**config.mk**
```make
export PLATFORM = sky130hd
export DESIGN_NAME = rr_hold_arbiter
export DESIGN_NICKNAME = d
export VERILOG_FILES = /design/src/rtl/arb_pkg.sv /design/src/rtl/rr_pick.sv /design/src/rtl/rr_hold_arbiter.sv
export SDC_FILE = /design/constraint.sdc
export NUM_CORES = 1
export LEC_CHECK = 0
export BUFFER_PORTS_ARGS = -buffer_cell sky130_fd_sc_hd__buf_2
export CORE_UTILIZATION = 40
export CTS_BUF_LIST = sky130_fd_sc_hd__clkbuf_4 sky130_fd_sc_hd__clkbuf_8
export DETAILED_ROUTE_END_ITERATION = 16
export PLACE_DENSITY = 0.6
export SYNTH_ARGS = -nofsm -noshare
export SYNTH_HDL_FRONTEND = slang
export SYNTH_SLANG_ARGS = --single-unit
export TNS_END_PERCENT = 100
```
**constraint.sdc**
```tcl
create_clock -name clk -period 3.6 [get_ports clk]
set_input_delay 0.72 -clock clk [delete_from_list [all_inputs] [get_ports clk]]
set_output_delay 0.72 -clock clk [all_outputs]
set_load 0.02 [all_outputs]
```
**src/rtl/arb_pkg.sv**
```systemverilog
// arb_pkg: state and grant-id encodings shared by the arbiter and its benches
package arb_pkg;
  typedef enum logic [1:0] {IDLE = 2'd0, G1 = 2'd1, G2 = 2'd2, G3 = 2'd3} state_t;
  localparam logic [1:0] GNT_NONE = 2'd0;
  localparam logic [1:0] GNT_1 = 2'd1;
  localparam logic [1:0] GNT_2 = 2'd2;
  localparam logic [1:0] GNT_3 = 2'd3;
  localparam logic [1:0] LAST_RESET = GNT_3;
endpackage

```
**src/rtl/rr_pick.sv**
```systemverilog
// rr_pick: first requester at or after last+1, wrapping 3->1; 0 when none
module rr_pick
  import arb_pkg::*;
(
  input  logic [2:0] req,
  input  logic [1:0] last,
  output logic [1:0] next
);
  logic [1:0] c0, c1, c2;
  // Build the three-entry search order, then take the first requester in it
  always_comb begin
    c0 = last == GNT_1 ? GNT_2 : last == GNT_2 ? GNT_3 : GNT_1;
    c1 = c0 == GNT_3 ? GNT_1 : c0 + 2'd1;
    c2 = c1 == GNT_3 ? GNT_1 : c1 + 2'd1;
    next = req[c0 - 2'd1] ? c0 : req[c1 - 2'd1] ? c1 : req[c2 - 2'd1] ? c2 : GNT_NONE;
  end
endmodule

```
**src/rtl/rr_hold_arbiter.sv**
```systemverilog
// rr_hold_arbiter: 3-way round-robin arbiter with bounded hold under contention
module rr_hold_arbiter
  import arb_pkg::*;
#(
  parameter int MAX_HOLD = 4
) (
  input  logic       clk,
  input  logic       rstn,
  input  logic       r1,
  input  logic       r2,
  input  logic       r3,
  output logic       a1,
  output logic       a2,
  output logic       a3,
  output logic [1:0] gnt_id,
  output logic       busy
);
  state_t state, nxt;
  logic [3:0] hold_cnt;
  logic [1:0] last, pick;
  logic [2:0] req, mask;
  assign req = {r3, r2, r1};
  assign mask = {state == G3, state == G2, state == G1};
  rr_pick u_pick (.req(req & ~mask), .last(last), .next(pick));
  // Keep the grant while its request holds, unless saturated and someone else waits
  always_comb
    nxt = (|(req & mask) && !(hold_cnt == 4'(MAX_HOLD) && pick != GNT_NONE)) ? state : state_t'(pick);
  // State, hold counter and last-granted index; reset makes r1 first in line
  always_ff @(posedge clk or posedge rstn)
    if (rstn) begin
      state <= IDLE;
      hold_cnt <= 4'd0;
      last <= LAST_RESET;
    end else begin
      state <= nxt;
      if (nxt != state && nxt != IDLE) begin
        hold_cnt <= 4'd1;
        last <= nxt;
      end else if (nxt == IDLE)
        hold_cnt <= 4'd0;
      else if (hold_cnt != 4'(MAX_HOLD))
        hold_cnt <= hold_cnt + 4'd1;
    end
  assign a1 = state == G1;
  assign a2 = state == G2;
  assign a3 = state == G3;
  assign gnt_id = state;
  assign busy = state != IDLE;
endmodule

```
[Word-level counts from Yosys, hierarchy flattened]
Cells that the tools add are included.
Cells by class
  add/subtract/negate cells: 6
  order comparisons: 3
  equality and inequality tests: 10
  muxes and demuxes: 17
  bitwise gates (word level): 3
  reductions and logical operators: 10
Operators with widths (number)
  $mux 2: 8
  $mux 4: 3
  $eq 2x2->1 const B: 5
  $lt 2x3->1 const B: 3
  $and 3x3->3: 2
  $bmux 1 s2: 3
  $reduce_bool 2->1: 3
  $sub 2x1->2 const B: 3
  $add 2x1->2 const B: 2
  $add 4x1->4 const B: 1
  $eq 2x1->1 const B: 2
  $eq 4x3->1 const B: 1
  $ne 4x3->1 const B: 1
  $logic_and 1x1->1: 3
  $mux 1: 3
  $not 3->3: 1
  $reduce_bool 3->1: 1
  $reduce_or 3->1: 1
  $logic_not 2->1: 1
  $ne 2x2->1: 1
  $logic_not 1->1: 1
Word-level totals
  register bits after elaboration: 8
  input bits: 5
  output and inout port bits: 6
  word-level logic and storage cells: 52

[Logic depth before layout (Yosys ltp)]
Gate-level depths: netlist (run 1).
  depth in word-level cells: 21
  mapped depth: 10
  gate-level depth less buffers: 9

[Hierarchy]
Synthesis (run 1) repeated with hierarchy kept, for this count alone.
Unflattened totals
  cell total of the unflattened synthesis: 104
  area, all modules: 803.3 µm²
Modules (own cells, without submodules)
  rr_hold_arbiter: instances 1, cells an instance 81, area each 640.6 µm², sequential area each 202.7 µm²
  rr_pick: instances 1, cells an instance 23, area each 162.7 µm², sequential area each 0.0 µm²

[Worst setup path after synthesis (run 1)]
Ideal clock, no wire load.
  kind: register -> register
  start: register last[0]
  end: register hold_cnt[0]
  setup time: 0.119 ns
  data arrival time: 2.280 ns
  data required time: 3.481 ns
  slack: 1.201 ns
  stages on the path, launching flop included: 10
  buffers on the path: 0
  cell sequence: dfstp_2 inv_1 ha_1 nor2b_1 o21bai_1 o221ai_1 a22o_2 xnor2_1 o22a_1 o21a_1
On the way
  longest elaborated chain between the ends: 21
  elaborated cells on any way between the ends: 34
  those cells by class: add/sub: 5; eq/ne: 5; mux: 16; reduce/logical: 8
Ends and longest elaborated chain
  start: declaration: line rr_hold_arbiter.sv:20  | logic [1:0] last, pick;
  start signal: assignment: line rr_hold_arbiter.sv:38  | last <= nxt;
  $eq 2x2->1: line rr_pick.sv:12  | c0 = last == GNT_1 ? GNT_2 : last == GNT_2 ? GNT_3 : GNT_1;
  $mux 2: line rr_pick.sv:12
  $mux 2 *: line rr_pick.sv:12
  $add 2x1->2 / $eq 2x2->1 (equally long branches): line rr_pick.sv:13  | c1 = c0 == GNT_3 ? GNT_1 : c0 + 2'd1;
  $mux 2: line rr_pick.sv:13
  $add 2x1->2 / $eq 2x2->1 (equally long branches): line rr_pick.sv:14  | c2 = c1 == GNT_3 ? GNT_1 : c1 + 2'd1;
  $mux 2: line rr_pick.sv:14
  $sub 2x1->2: line rr_pick.sv:15  | next = req[c0 - 2'd1] ? c0 : req[c1 - 2'd1] ? c1 : req[c2 - 2'd1] ? c2 : GNT_NONE;
  (+5 left out)
  $reduce_bool 2->1: line rr_hold_arbiter.sv:27  | nxt = (|(req & mask) && !(hold_cnt == 4'(MAX_HOLD) && pick != GNT_NONE)) ? state : state_t'(pick);
  $logic_and 1x1->1: line rr_hold_arbiter.sv:27
  $logic_not 1->1: line rr_hold_arbiter.sv:27
  $logic_and 1x1->1: line rr_hold_arbiter.sv:27
  $mux 2 *: line rr_hold_arbiter.sv:27
  $ne 2x2->1 (tied with other cells): line rr_hold_arbiter.sv:36  | if (nxt != state && nxt != IDLE) begin
  $logic_and 1x1->1 / $mux 4 (equally long branches): line rr_hold_arbiter.sv:36, rr_hold_arbiter.sv:39
  $reduce_bool 3->1 (no source line) / $mux 4 (equally long branches)
  end signal: assignment: line rr_hold_arbiter.sv:42  | hold_cnt <= hold_cnt + 4'd1;
  end: declaration: line rr_hold_arbiter.sv:19  | logic [3:0] hold_cnt;
Mark *: on every way between the ends. The rest lies on a longest branch, timed or not. The select of a mux whose other input is x is not followed.
A chain may end at the register's enable or synchronous reset.

[Worst setup path in the final report (run 1)]
Same ends and word-level chain as after synthesis.

==> metrics.txt, run 1 <==
status=completed; Final min period=2.64 ns; worst min-delay path class=in -> async; Detailed Route WL=1.91 mm; Die ar.=0.00235 mm^2; H-Tree Depth=1; CTS Hold Buffers Added=0; Post-Synthesis Cells=102; clock transition at the registers of the reported paths=0.06 ns; GRT overflow=0; detailed-route DRC error count=0; # rows=16; Ys Warns=0; root buffer cell=clkbuf_4; core area=0.00200 mm^2; largest area contributor in the netlist=dfrtp_1; CP Max Fanout=8; Syn Area/Cell=8.48 um^2; post-CTS setup buffers=0; gr usage total=18.8%; Max-cap violations=0; total number of vias=815; commonest non-fill, non-tap cell in the layout=nand2_1; ANT cells=0; Clock Latency Late Sink=0.26 ns; Finish-stage setup viols=0; Synth Register Bits=8; worst rel slew slack=76.4%; Mapped Nets=113; WL/cell=13.5 um; Worst EP arrival=2.79 ns; vias per std cell=5.78; P&R area growth vs syn=11.0%; nets@finish=126; first drt pass iteration count=5; gpl congestion=0.844; clock sink count=8; crit end category=register; PostCTS Resize Cnt=0; worst-case clock buffer depth=2; required time of the critical path=3.75 ns; initial antenna violation count=0; CTS tree=built; final hold violations=0; register area share after synthesis=23.4%; IO Count=11; Initial Util=43.2%; post-DP HPWL=1.51 mm; vias in the first global route=766; fraction of layout cells with a size suffix above 1=25.4%; final slew viol count=0; critical path launch point type=register; Inserted Clock Buffers=3; Setup Skew=0.00273 ns; Fill cells=202; Tightest Pin Transition=0.354 ns; Synth cell types=43; Die Height=48.5 um; WS Path Type=reg -> reg; die width=48.5 um; largest cells by area after synthesis=dfrtp_1, ha_1, dfstp_2; f_max=379 MHz; pin count of the biggest net entering global routing=10; I/O Buffers=10; Final period util=73.4%; post-route setup TNS=0 ns; most frequent cells in the layout=nand2_1, inv_1, buf_2; first-pass GRT wire length=3.43 mm; Syn Std Cell Area=865 um^2; DR iter-0 viols=27; RSZ-0062 raised after global routing=no; top-area cell type share of the netlist area=17.4%; Routed Antenna Nets=0
[final timing paths]
check,from,end,slack (ns),cells after the start
max,last[0],hold_cnt[0],0.96,9
min,rstn,hold_cnt[3],0.40,2
max reg2reg,last[0],hold_cnt[0],0.96,9
min reg2reg,last[1],last[1],0.58,2
max in group asynchronous,rstn,last[1],2.91,2
min in group clk,last[1],last[1],0.58,2
[through the flow]
stage / setup WS [ns] / hold slack, ns / utilization, % / instances / cell area, um^2
2_1_floorplan: 1.20 / 0.529 / - / 102 / 865
3_5_place_dp: 0.972 / 0.573 / 46.4 / 137 / 930
6_report: 0.958 / 0.399 / 47.9 / 141 / 960
3_3_place_gp: 0.974 / 0.552 / 46.4 / 137 / 930
4_1_cts: 0.982 / 0.399 / 47.9 / 141 / 960
5_1_grt: 0.785 / 0.432 / 47.9 / 141 / 960
[worst max-delay path, cell delays in order (launching register included)]
cell and delay, ns:
dfstp_2 0.58, inv_1 0.08, ha_1 0.42, nor2b_1 0.20, o21bai_1 0.19, o221ai_1 0.15, a22o_2 0.35, xnor2_1 0.14
o22a_1 0.25, o21a_1 0.18
[area by class of cell]
cell class	count	area [um^2]	area share [%]
clock buffer	4	30.0	3.13
inverter	12	45.0	4.69
multi-input combinational	80	598	62.3
sequential	8	203	21.1
tap	27	33.8	3.52
timing repair buffer	10	50.0	5.22
[synth_stat cells, drive strengths merged]
cell type,n
o21ai,7
a21oi,2
dfrtp,6
a31oi,2
nand2,11
o21bai,1
or2,1
o221a,2
mux2i,2
o21a,2
nand3,4
a22o,1
o221ai,1
xor2,1
a2111oi,1
a21bo,1
ha,6
buf,2
or3,1
o32ai,2
nor2,8
o22a,1
o211a,2
dfstp,2
a221oi,1
and3,1
o32a,1
nor2b,4
nor3b,1
nor3,1
xnor2,4
o2bb2ai,1
o22ai,2
a21o,1
and2,1
nand2b,1
o31ai,2
inv,12
[layer usage]
layer	part of all wire, %	vias up	GRT usage (%)
met5	0	-	0
met4	0.47	0	4.41
met3	6.4	2	5.66
met2	45	25	29.8
met1	48	394	25.2
li1	-	394	-
[cells by family after synthesis]
family,Yosys count,synth area share (%)
flip-flops,8,23.4
buffers and inverters,14,7.38
XOR/XNOR,5,5.06
multiplexers,2,2.32
adder cells (fa/ha/maj),6,8.68
AND/OR/NAND/NOR,34,19.7
AO/OA/AOI/OAI,33,33.4
[state kept, by name, summed over array words and instances, names as in the netlist]
| register | count |
|---|---|
| hold_cnt | 4 |
| gnt_id | 2 |
| last | 2 |
Power of run 1 is not shown: default switching activity piles up to over one toggle a cycle in this logic, so the estimate is an artifact.
==> run 2, diff against run 1 <==
clock period = 2.75 ns   (was 3.6 ns; I/O delays follow)
==> run 2 against run 1 <==
Against the previous run:
- sequential share of layout area down 0.16 points
- largest cell class unchanged
- global-route usage down 1.3 points
- hold slack worse by 0.17 ns
==> metrics.txt, run 2 (same netlist as run 1, synthesis figures left out) <==
status=completed (unchanged); critical path launch point type=register (unchanged); Inserted Clock Buffers=3 (unchanged); Initial Util=43.2% (unchanged); R2R Path End=hold_cnt[0] (unchanged); worst rel slew slack=77.1% (was 76.4%); CP Capture Point=hold_cnt[0] (unchanged); R2R depth=9 (unchanged); CP startpoint=last[0] (unchanged); first drt pass iteration count=4 (was 5); I/O Buffers=10 (unchanged); crit end category=register (unchanged); Die ar.=0.00235 mm^2 (unchanged); Setup Skew=0.00134 ns (was 0.00273 ns); pin count of the biggest net entering global routing=10 (unchanged); H-Tree Depth=1 (unchanged); gr usage total=17.6% (was 18.8%); clock sink count=8 (unchanged); IO Count=11 (unchanged); worst r2r src=last[0] (unchanged); WS Path Type=reg -> reg (unchanged); post-route setup TNS=0 ns (unchanged); GRT overflow=0 (unchanged); critical path, cell by cell=inv_1 -> ha_1 -> nor2b_1 -> o21bai_1 -> o221ai_1 -> a22o_2 -> xnor2_1 -> o22a_1 -> o21a_1 (unchanged); most frequent cells in the layout=nand2_1, inv_1, buf_2 (unchanged); Routed Antenna Nets=0 (unchanged); max FFs per register=4 (unchanged); CTS Hold Buffers Added=0 (unchanged); vias per std cell=5.39 (was 5.78); final slew viol count=0 (unchanged); clock transition at the registers of the reported paths=0.06 ns (about the same); f_max=389 MHz (was 379 MHz); required time of the critical path=2.90 ns (was 3.75 ns); Final min period=2.57 ns (was 2.64 ns); ANT cells=0 (unchanged); initial antenna violation count=0 (unchanged); Crit path largest cell delay=0.58 ns (about the same); Tightest Pin Transition=0.342 ns (was 0.354 ns); die width=48.5 um (unchanged); worst min-delay path class=in -> async (unchanged); CTS tree=built (unchanged); first-pass GRT wire length=3.17 mm (was 3.43 mm); slowest CP cell=dfstp_2 (unchanged); CP Max Fanout=8 (unchanged); Clock Latency Late Sink=0.26 ns (about the same); post-CTS setup buffers=0 (unchanged); # rows=16 (unchanged); most flop-heavy register=hold_cnt (unchanged); total number of vias=766 (was 815); commonest non-fill, non-tap cell in the layout=nand2_1 (unchanged); fraction of layout cells with a size suffix above 1=26.1% (was 25.4%); detailed-route DRC error count=0 (unchanged); core area=0.00200 mm^2 (unchanged); Final period util=93.6% (was 73.4%); nets@finish=127 (was 126); post-DP HPWL=1.48 mm (was 1.51 mm); Max-cap violations=0 (unchanged); WL/cell=12.9 um (was 13.5 um); Worst EP arrival=2.73 ns (was 2.79 ns); worst-case clock buffer depth=2 (unchanged); root buffer cell=clkbuf_4 (unchanged); DR iter-0 viols=13 (was 27); PostCTS Resize Cnt=0 (unchanged); Fill cells=220 (was 202); vias in the first global route=659 (was 766); gpl congestion=0.832 (was 0.844); Detailed Route WL=1.83 mm (was 1.91 mm); Die Height=48.5 um (unchanged); P&R area growth vs syn=11.9% (was 11.0%); RSZ-0062 raised after global routing=no (unchanged); final hold violations=0 (unchanged); Finish-stage setup viols=0 (unchanged); r2r setup slk=0.18 ns (was 0.96 ns)
run 2: how the worst min path moves through the flow:
| stage | startpoint | to | slack (ns) |
|---|---|---|---|
| 3_5_place_dp | rstn | gnt_id[0] | 0.51 |
| 4_1_cts | rstn | hold_cnt[3] | 0.23 |
| 3_3_place_gp | rstn | gnt_id[0] | 0.51 |
| 2_1_floorplan | rstn | gnt_id[0] | 0.36 |
| 5_1_grt | rstn | hold_cnt[3] | 0.24 |
| 6_report | rstn | hold_cnt[3] | 0.23 |
run 2: metrics by stage:
step | utilization (%) | cells | hold WS, ns | instance area, um^2 | setup WS [ns]
after floorplan | - | 102 | 0.364 | 865 | 0.351
after global placement | 46.8 | 138 | 0.512 | 937 | 0.243
after detailed placement | 46.8 | 138 | 0.512 | 937 | 0.200
after CTS | 48.3 | 142 | 0.227 | 967 | 0.190
after global routing | 48.3 | 142 | 0.241 | 967 | 0.0582
final | 48.3 | 142 | 0.228 | 967 | 0.176
run 2: layout make-up:
cell class,count,area (um^2),area share [%]
clock buffer,4,30.0,3.10
sequential,8,203,21.0
tap,27,33.8,3.49
timing repair buffer,11,57.6,5.95
multi-input combinational,80,598,61.8
inverter,12,45.0,4.66
run 2: worst max-delay path: cells and delay by family, from the launching register on:
family	cells	cell delay, ns
simple gates	1	0.20
xor+xnor	1	0.14
flops	1	0.58
fa+ha+maj	1	0.40
buf+inv	1	0.07
compound gates	5	1.08
run 2: metal layers:
layer	share of wire [%]	vias up	track usage, %
met5	0	-	0
met4	0.33	0	1.47
met3	5.2	2	6.60
met2	43	19	25.4
met1	51	353	25.7
li1	-	392	-
Power of run 2 is left out for the same reason.
